**config.mk**
```make
export PLATFORM = sky130hd
export DESIGN_NAME = fifo_multilane
export DESIGN_NICKNAME = d
export VERILOG_FILES = /design/src/rtl/fifo_multilane.sv
export SDC_FILE = /design/constraint.sdc
export NUM_CORES = 1
export LEC_CHECK = 0
export BUFFER_PORTS_ARGS = -buffer_cell sky130_fd_sc_hd__buf_2
export CORE_UTILIZATION = 35
export CTS_CLUSTER_DIAMETER = 80
export DETAILED_ROUTE_END_ITERATION = 8
export PLACE_DENSITY_LB_ADDON = 0.05
export REMOVE_ABC_BUFFERS = 1
export SETUP_SLACK_MARGIN = 0.4
export SLEW_MARGIN = 25
export SYNTH_ARGS = -nofsm -noshare
export SYNTH_HDL_FRONTEND = slang
export SYNTH_SLANG_ARGS = --single-unit
```
**constraint.sdc**
```tcl
create_clock -name clk -period 15.1 [get_ports clk]
set_clock_uncertainty 0.05 [all_clocks]
set_input_delay 4.53 -clock clk [delete_from_list [all_inputs] [get_ports clk]]
set_output_delay 4.53 -clock clk [all_outputs]
set_load 0.02 [all_outputs]
```
**src/rtl/fifo_multilane.sv**
```systemverilog
// Multi-lane circular FIFO between fetch/decode and rename/dispatch.
// Enqueues and dequeues up to LANES entries per cycle, with flush, occupancy and almost-full.
module fifo_multilane #(
  parameter int DEPTH       = 3,
  parameter int WIDTH       = 32,
  parameter int LANES       = 2,
  parameter int ALMOST_FULL = 2
) (
  input  logic                   clk,
  input  logic                   reset,
  input  logic                   flush_i,
  input  logic [LANES-1:0]       valid_i,
  output logic                   ready_i,
  input  logic [LANES*WIDTH-1:0] data_i,
  output logic [LANES-1:0]       valid_o,
  input  logic [LANES-1:0]       ready_o,
  output logic [LANES*WIDTH-1:0] data_o,
  output logic [DEPTH:0]         count_o,
  output logic                   almost_full_o
);

  localparam int ENTRIES = 1 << DEPTH;
  localparam int CW      = DEPTH + 2;
  localparam logic [CW-1:0] ENTRIES_W = CW'(ENTRIES);
  localparam logic [CW-1:0] LANES_W   = CW'(LANES);
  localparam logic [CW-1:0] AF_W      = CW'(ALMOST_FULL);

  logic [WIDTH-1:0] mem_q [ENTRIES];
  logic [WIDTH-1:0] mem_d [ENTRIES];
  logic [DEPTH-1:0] wr_ptr_q, wr_ptr_d;
  logic [DEPTH-1:0] rd_ptr_q, rd_ptr_d;
  logic [DEPTH:0]   count_q, count_d;

  logic [CW-1:0]    count_w;
  logic [CW-1:0]    free_w;
  logic [CW-1:0]    count_sum;
  logic [CW-1:0]    n_in;
  logic [CW-1:0]    n_out;
  logic             in_run;
  logic             out_run;

  always_comb begin
    count_w       = {1'b0, count_q};
    free_w        = ENTRIES_W - count_w;
    ready_i       = (free_w >= LANES_W);
    almost_full_o = (free_w <= AF_W);
    count_o       = count_q;

    valid_o = '0;
    data_o  = '0;
    for (int k = 0; k < LANES; k++) begin
      valid_o[k]                = (count_w > CW'(k));
      data_o[k*WIDTH +: WIDTH]  = mem_q[rd_ptr_q + DEPTH'(k)];
    end

    // Only a leading run of asserted lanes counts; a hole stops the run.
    n_in   = '0;
    in_run = ready_i;
    for (int k = 0; k < LANES; k++) begin
      if (in_run && valid_i[k]) n_in = n_in + CW'(1);
      else                      in_run = 1'b0;
    end

    n_out   = '0;
    out_run = 1'b1;
    for (int k = 0; k < LANES; k++) begin
      if (out_run && valid_o[k] && ready_o[k]) n_out = n_out + CW'(1);
      else                                     out_run = 1'b0;
    end

    mem_d = mem_q;
    if (!flush_i) begin
      for (int k = 0; k < LANES; k++) begin
        if (CW'(k) < n_in) mem_d[wr_ptr_q + DEPTH'(k)] = data_i[k*WIDTH +: WIDTH];
      end
    end

    count_sum = count_w + n_in - n_out;
    count_d   = count_sum[DEPTH:0];
    wr_ptr_d  = wr_ptr_q + n_in[DEPTH-1:0];
    rd_ptr_d  = rd_ptr_q + n_out[DEPTH-1:0];

    // Flush drops same-cycle traffic and returns the pointers to their reset position.
    if (flush_i) begin
      count_d  = '0;
      wr_ptr_d = '0;
      rd_ptr_d = '0;
    end
  end

  always_ff @(posedge clk) begin
    if (reset) begin
      count_q  <= '0;
      wr_ptr_q <= '0;
      rd_ptr_q <= '0;
    end else begin
      count_q  <= count_d;
      wr_ptr_q <= wr_ptr_d;
      rd_ptr_q <= rd_ptr_d;
    end
  end

  // Storage carries no reset; occupancy alone decides what is visible.
  always_ff @(posedge clk) begin
    mem_q <= mem_d;
  end

endmodule
```
# Word level (Yosys, flattened, before mapping)
# Index checks and enable logic that the tools add are counted.
# op_classes
add_sub_neg	9
bitwise	4
mux	21
magnitude_cmp	12
n_reduce_logical	8
# op_table
cell	n
$mux W256	3
$bwmux W256	2
$bmux W32 S3	2
$demux W32 S3	2
$mux W32	6
$ge A4 B4 Y1 const B	4
$not A3 Y4	4
$lt A1 B5 Y1 const A	2
$gt A4 B1 Y1 const B	2
$lt A4 B1 Y1 const B	2
$logic_and A1 B1 Y1	7
$add A3 B1 Y3 const B	2
$add A3 B3 Y3	2
$add A5 B1 Y5 const B	1
$ge A5 B2 Y1 const B	1
$le A5 B2 Y1 const B	1
$mux W5	1
$sub A4 B4 Y5 const A	1
$add A4 B4 Y4	1
$mux W1	4
$mux W4	1
$sub A4 B4 Y4	1
$add A1 B1 Y2 const B	1
$reduce_or A2 Y1	1
# word_totals
regBits	266
elab_cells	65
output_inout_bits	72
in_bits	71

# Longest topological paths before layout
# depth
word_depth	11
ltp_mapped	14
depth_no_buf	14

# Least setup slack after synthesis
# No wires, ideal clock.
# synth_path
path_type	in2reg
startpoint	in flush_i
endpoint	reg mem_q[0] (netlist name), enable pin
required_ns	14.444
arrival_ns	9.460
path_buffers	0
slack_ns	4.984
cell_stages	1
setup_ns	0.606
cell_sequence	inv_1
# synth_lines
item	line_no	rtl
from (decl)	11	input logic flush_i,
to (signal assigned)	105	mem_q <= mem_d;
to (decl)	28	logic [WIDTH-1:0] mem_q [ENTRIES];
# No word-level cell between the ends.

# Worst setup path in the final report
# layout_path
startpoint	reg rd_ptr_q[0]
endpoint	out data_o[24]
# layout_via
elab_chain_cells	4
# layout_rtl
item	line_no	rtl
from (decl)	31	logic [DEPTH-1:0] rd_ptr_q, rd_ptr_d;
from (signal assigned)	99	rd_ptr_q <= rd_ptr_d;
$not A3 Y4 (implied by the code)	53	data_o[k*WIDTH +: WIDTH] = mem_q[rd_ptr_q + DEPTH'(k)];
$bmux W32 S3	53	
$mux W32 (implied by the code) (2 in a row)	53	
to (decl)	17	output logic [LANES*WIDTH-1:0] data_o,
# Every way passes these cells. The select of a mux whose other input is x is not followed.

==> summary.md <==
| Metric | Value |
|---|---|
| Status | completed |
| Fin crit share | 56.7% |
| CTS clk-pin slew, worst paths | 60 ps |
| # H-tree levels | 2 |
| Area contributors post-synth | edfxtp_1 41%, mux2_2 33%, mux4_2 16% |
| Setup violations, final | 0 |
| Via/cell ratio | 5.62 |
| Setup TNS | 0 ps |
| Initial DRC count | 678 |
| DRC errors left | 0 |
| CP startpoint kind | flop |
| Initial Util | 35.3% |
| Core Region | 52,600 um^2 |
| Pre-antenna DRT Iters | 4 |
| Port buffer count | 142 |
| Int Pwr | 1.95 mW |
| Yosys top cell area share | 41.4% |
| Synth Area per Inst | 15.9 um^2 |
| GRT overflow | 0 |
| Sw frac | 32.8% |
| Actual slew at the worst max-slew pin | 1030 ps |
| Post-synthesis sequential area ratio | 42.5% |
| IO Pins | 143 |
| Final worst setup slack | 6550 ps |
| Crit path max-delay cell type | buf_4 |
| Hold_ws | 658 ps |
| CTS tree | built |
| Ant diodes | 0 |
| Area of the multi-input gates | 10,300 um^2 |
| Sequential share of power | 35.1% |
| DIE WIDTH | 232 um |
| Setup WS pre-CTS | 7040 ps |
| Dpl cells | 1,929 |
| Most used DFF post-synth | edfxtp_1 |
| Via count | 11,219 |
| CTS Sinks | 266 |
| Layout cells sized above 1 | 69.3% |
| CP cell instances | buf_4 > buf_4 > mux4_2 > mux2_2 > buf_2 |
| Sequential cell area | 7900 um^2 |
| Cell row count | 84 |
| Final hold violations | 0 |
| Tot GR Track Use | 20.7% |
| Non-Filler Instances | 1,995 |
| Setup bufs post-CTS | 0 |
| Family with the most delay on the worst path | buffers and inverters |
| Vias in the first global route | 11,430 |
| Count of different cell masters after synthesis | 45 |
| Post-CTS sizing | 0 |
| Synth area leader | edfxtp_1 |
| Worst Hold Class | flop to flop |
| First-pass GRT wire length | 81,200 um |
| Critical path peak fanout | 52 |
| Synth-to-Final Area Change | 13.6% |
| Post-Synthesis Cells | 1,166 |
| CP max stage delay | 770 ps |
| Worst EP required | 10,520 ps |
| Routed WL | 55,300 um |
| Finished Core Util | 40.1% |
| Pin count of the biggest net entering global routing | 148 |
| Number of fill cells | 4,896 |
| Power Density | 138 nW/um^2 |
| Worst-Skew Late Latency | 550 ps |
| Setup CP Type | flop to output port |
| Number of flops mapped to enable cells by yosys | 256 |
| Inserted Clock Buffers | 37 |
| CP Data Arrival Time | 3970 ps |
| Register bit total from synthesis | 266 |
| Fmax | 117 MHz |
| Lkg Pwr | 7.08 nW |
| HPWL after DPL | 31,700 um |
| Bufs on Longest Clock Path | 3 |
| Nets | 1,374 |
| Post-CTS Hold Fix Bufs | 0 |
| Antenna-violating nets left | 0 |
| WP buf/inv | 3 |
| Max-slew headroom | 31.5% |
| P_sw | 0.952 mW |
| Max IR drop VDD | 71.1 uV |
| Design area | 21,100 um^2 |
| CP endpoint kind | output port |
| Crit path time final | 8550 ps |
| Combinational Power Share | 37.1% |
| Placed cell area | 20,000 um^2 |
| Synth top cells by count | 538 x mux2_2, 256 x edfxtp_1, 128 x mux4_2 |
| Count leader, synth | mux2_2 |
| Cell Area, Synth | 18,600 um^2 |
| Total Die Area | 54,000 um^2 |
| Synth warnings | 0 |
| Clk network pwr share | 27.9% |
| Final Max Tran Viols | 0 |
| RSZ-0062 raised after global routing | false |
| Routability cong. | 0.709 |
| Total design power | 2.91 mW |
| CTS root buf | clkbuf_16 |
| Synth async-reset ratio | 0% |
| Post-DR wirelength/cell | 27.7 um |
| Die Ht | 232 um |
| Initial antenna violation count | 2 |
| CP most frequent cell | buf_4 |
| Max-cap violation count | 0 |
-- worst min-delay path: stages, from the launching register on --
cell      delay (ps)
edfxtp_1         350
mux2_1           120
mux2_2           130
-- sequential cells by signal, indices dropped and copies added (netlist names) --
register and flops:
count_o 4, rd_ptr_q 3, mem_q 256, wr_ptr_q 3
-- layout by cell type, fill, tap and decap left out, types with 4 or more instances in the layout --
cell type / instances
xor2_1: 4
nand3_2: 4
ha_1: 17
inv_1: 18
clkinv_2: 4
buf_2: 142
and2_1: 4
clkinv_1: 9
buf_4: 25
mux2_1: 36
dfxtp_1: 7
mux2_2: 538
nand2_1: 4
clkbuf_1: 11
clkbuf_16: 37
fa_1: 4
edfxtp_1: 256
mux4_2: 128
nor2_1: 9
-- layer usage --
metal	global-route usage [%]	routed length [um]	vias up	share of wire, %
li1	-	-	4996	-
met1	28.8	25800	5937	47
met2	33.4	26400	215	48
met3	3.14	2070	67	3.7
met4	5.49	1030	4	1.9
met5	0	22	-	0.040
-- final timing paths --
kind,from,end,cells after the start,slack (ps)
max,rd_ptr_q[0]$_SDFF_PP0_,data_o[24],5,6550
min reg2reg,mem_q[140]$_DFFE_PN_,mem_q[140]$_DFFE_PN_,2,660
min,mem_q[140]$_DFFE_PN_,mem_q[140]$_DFFE_PN_,2,660
max reg2reg,count_o[0]$_SDFF_PP0_,mem_q[21]$_DFFE_PN_,10,10340
-- power groups by stage --
stage	clock network [mW]	registers, mW	logic (mW)
2_1_floorplan	0	1.03	0.811
3_3_place_gp	0	1.03	1.09
3_5_place_dp	0	1.03	1.09
4_1_cts	0.837	1.02	1.10
5_1_grt	0.857	1.03	1.17
6_report	0.810	1.02	1.08
-- cell type report --
cell class                 instances  area share (%)
clock buffer                      49            4.65
clock inverter                    16           0.380
inverter                          19           0.374
multi-input combinational        788            48.7
sequential                       266            37.4
tap                              688            4.08
timing repair buffer             169            4.41
-- logic make-up after synthesis --
logic type	synth area share [%]
flops	42.5
mux	50.5
buf+inv	2.94
xor+xnor	0.323
compound gates	0.539
simple gates	1.57
fa+ha+maj	1.64
Power figures use the tool's default switching activity.
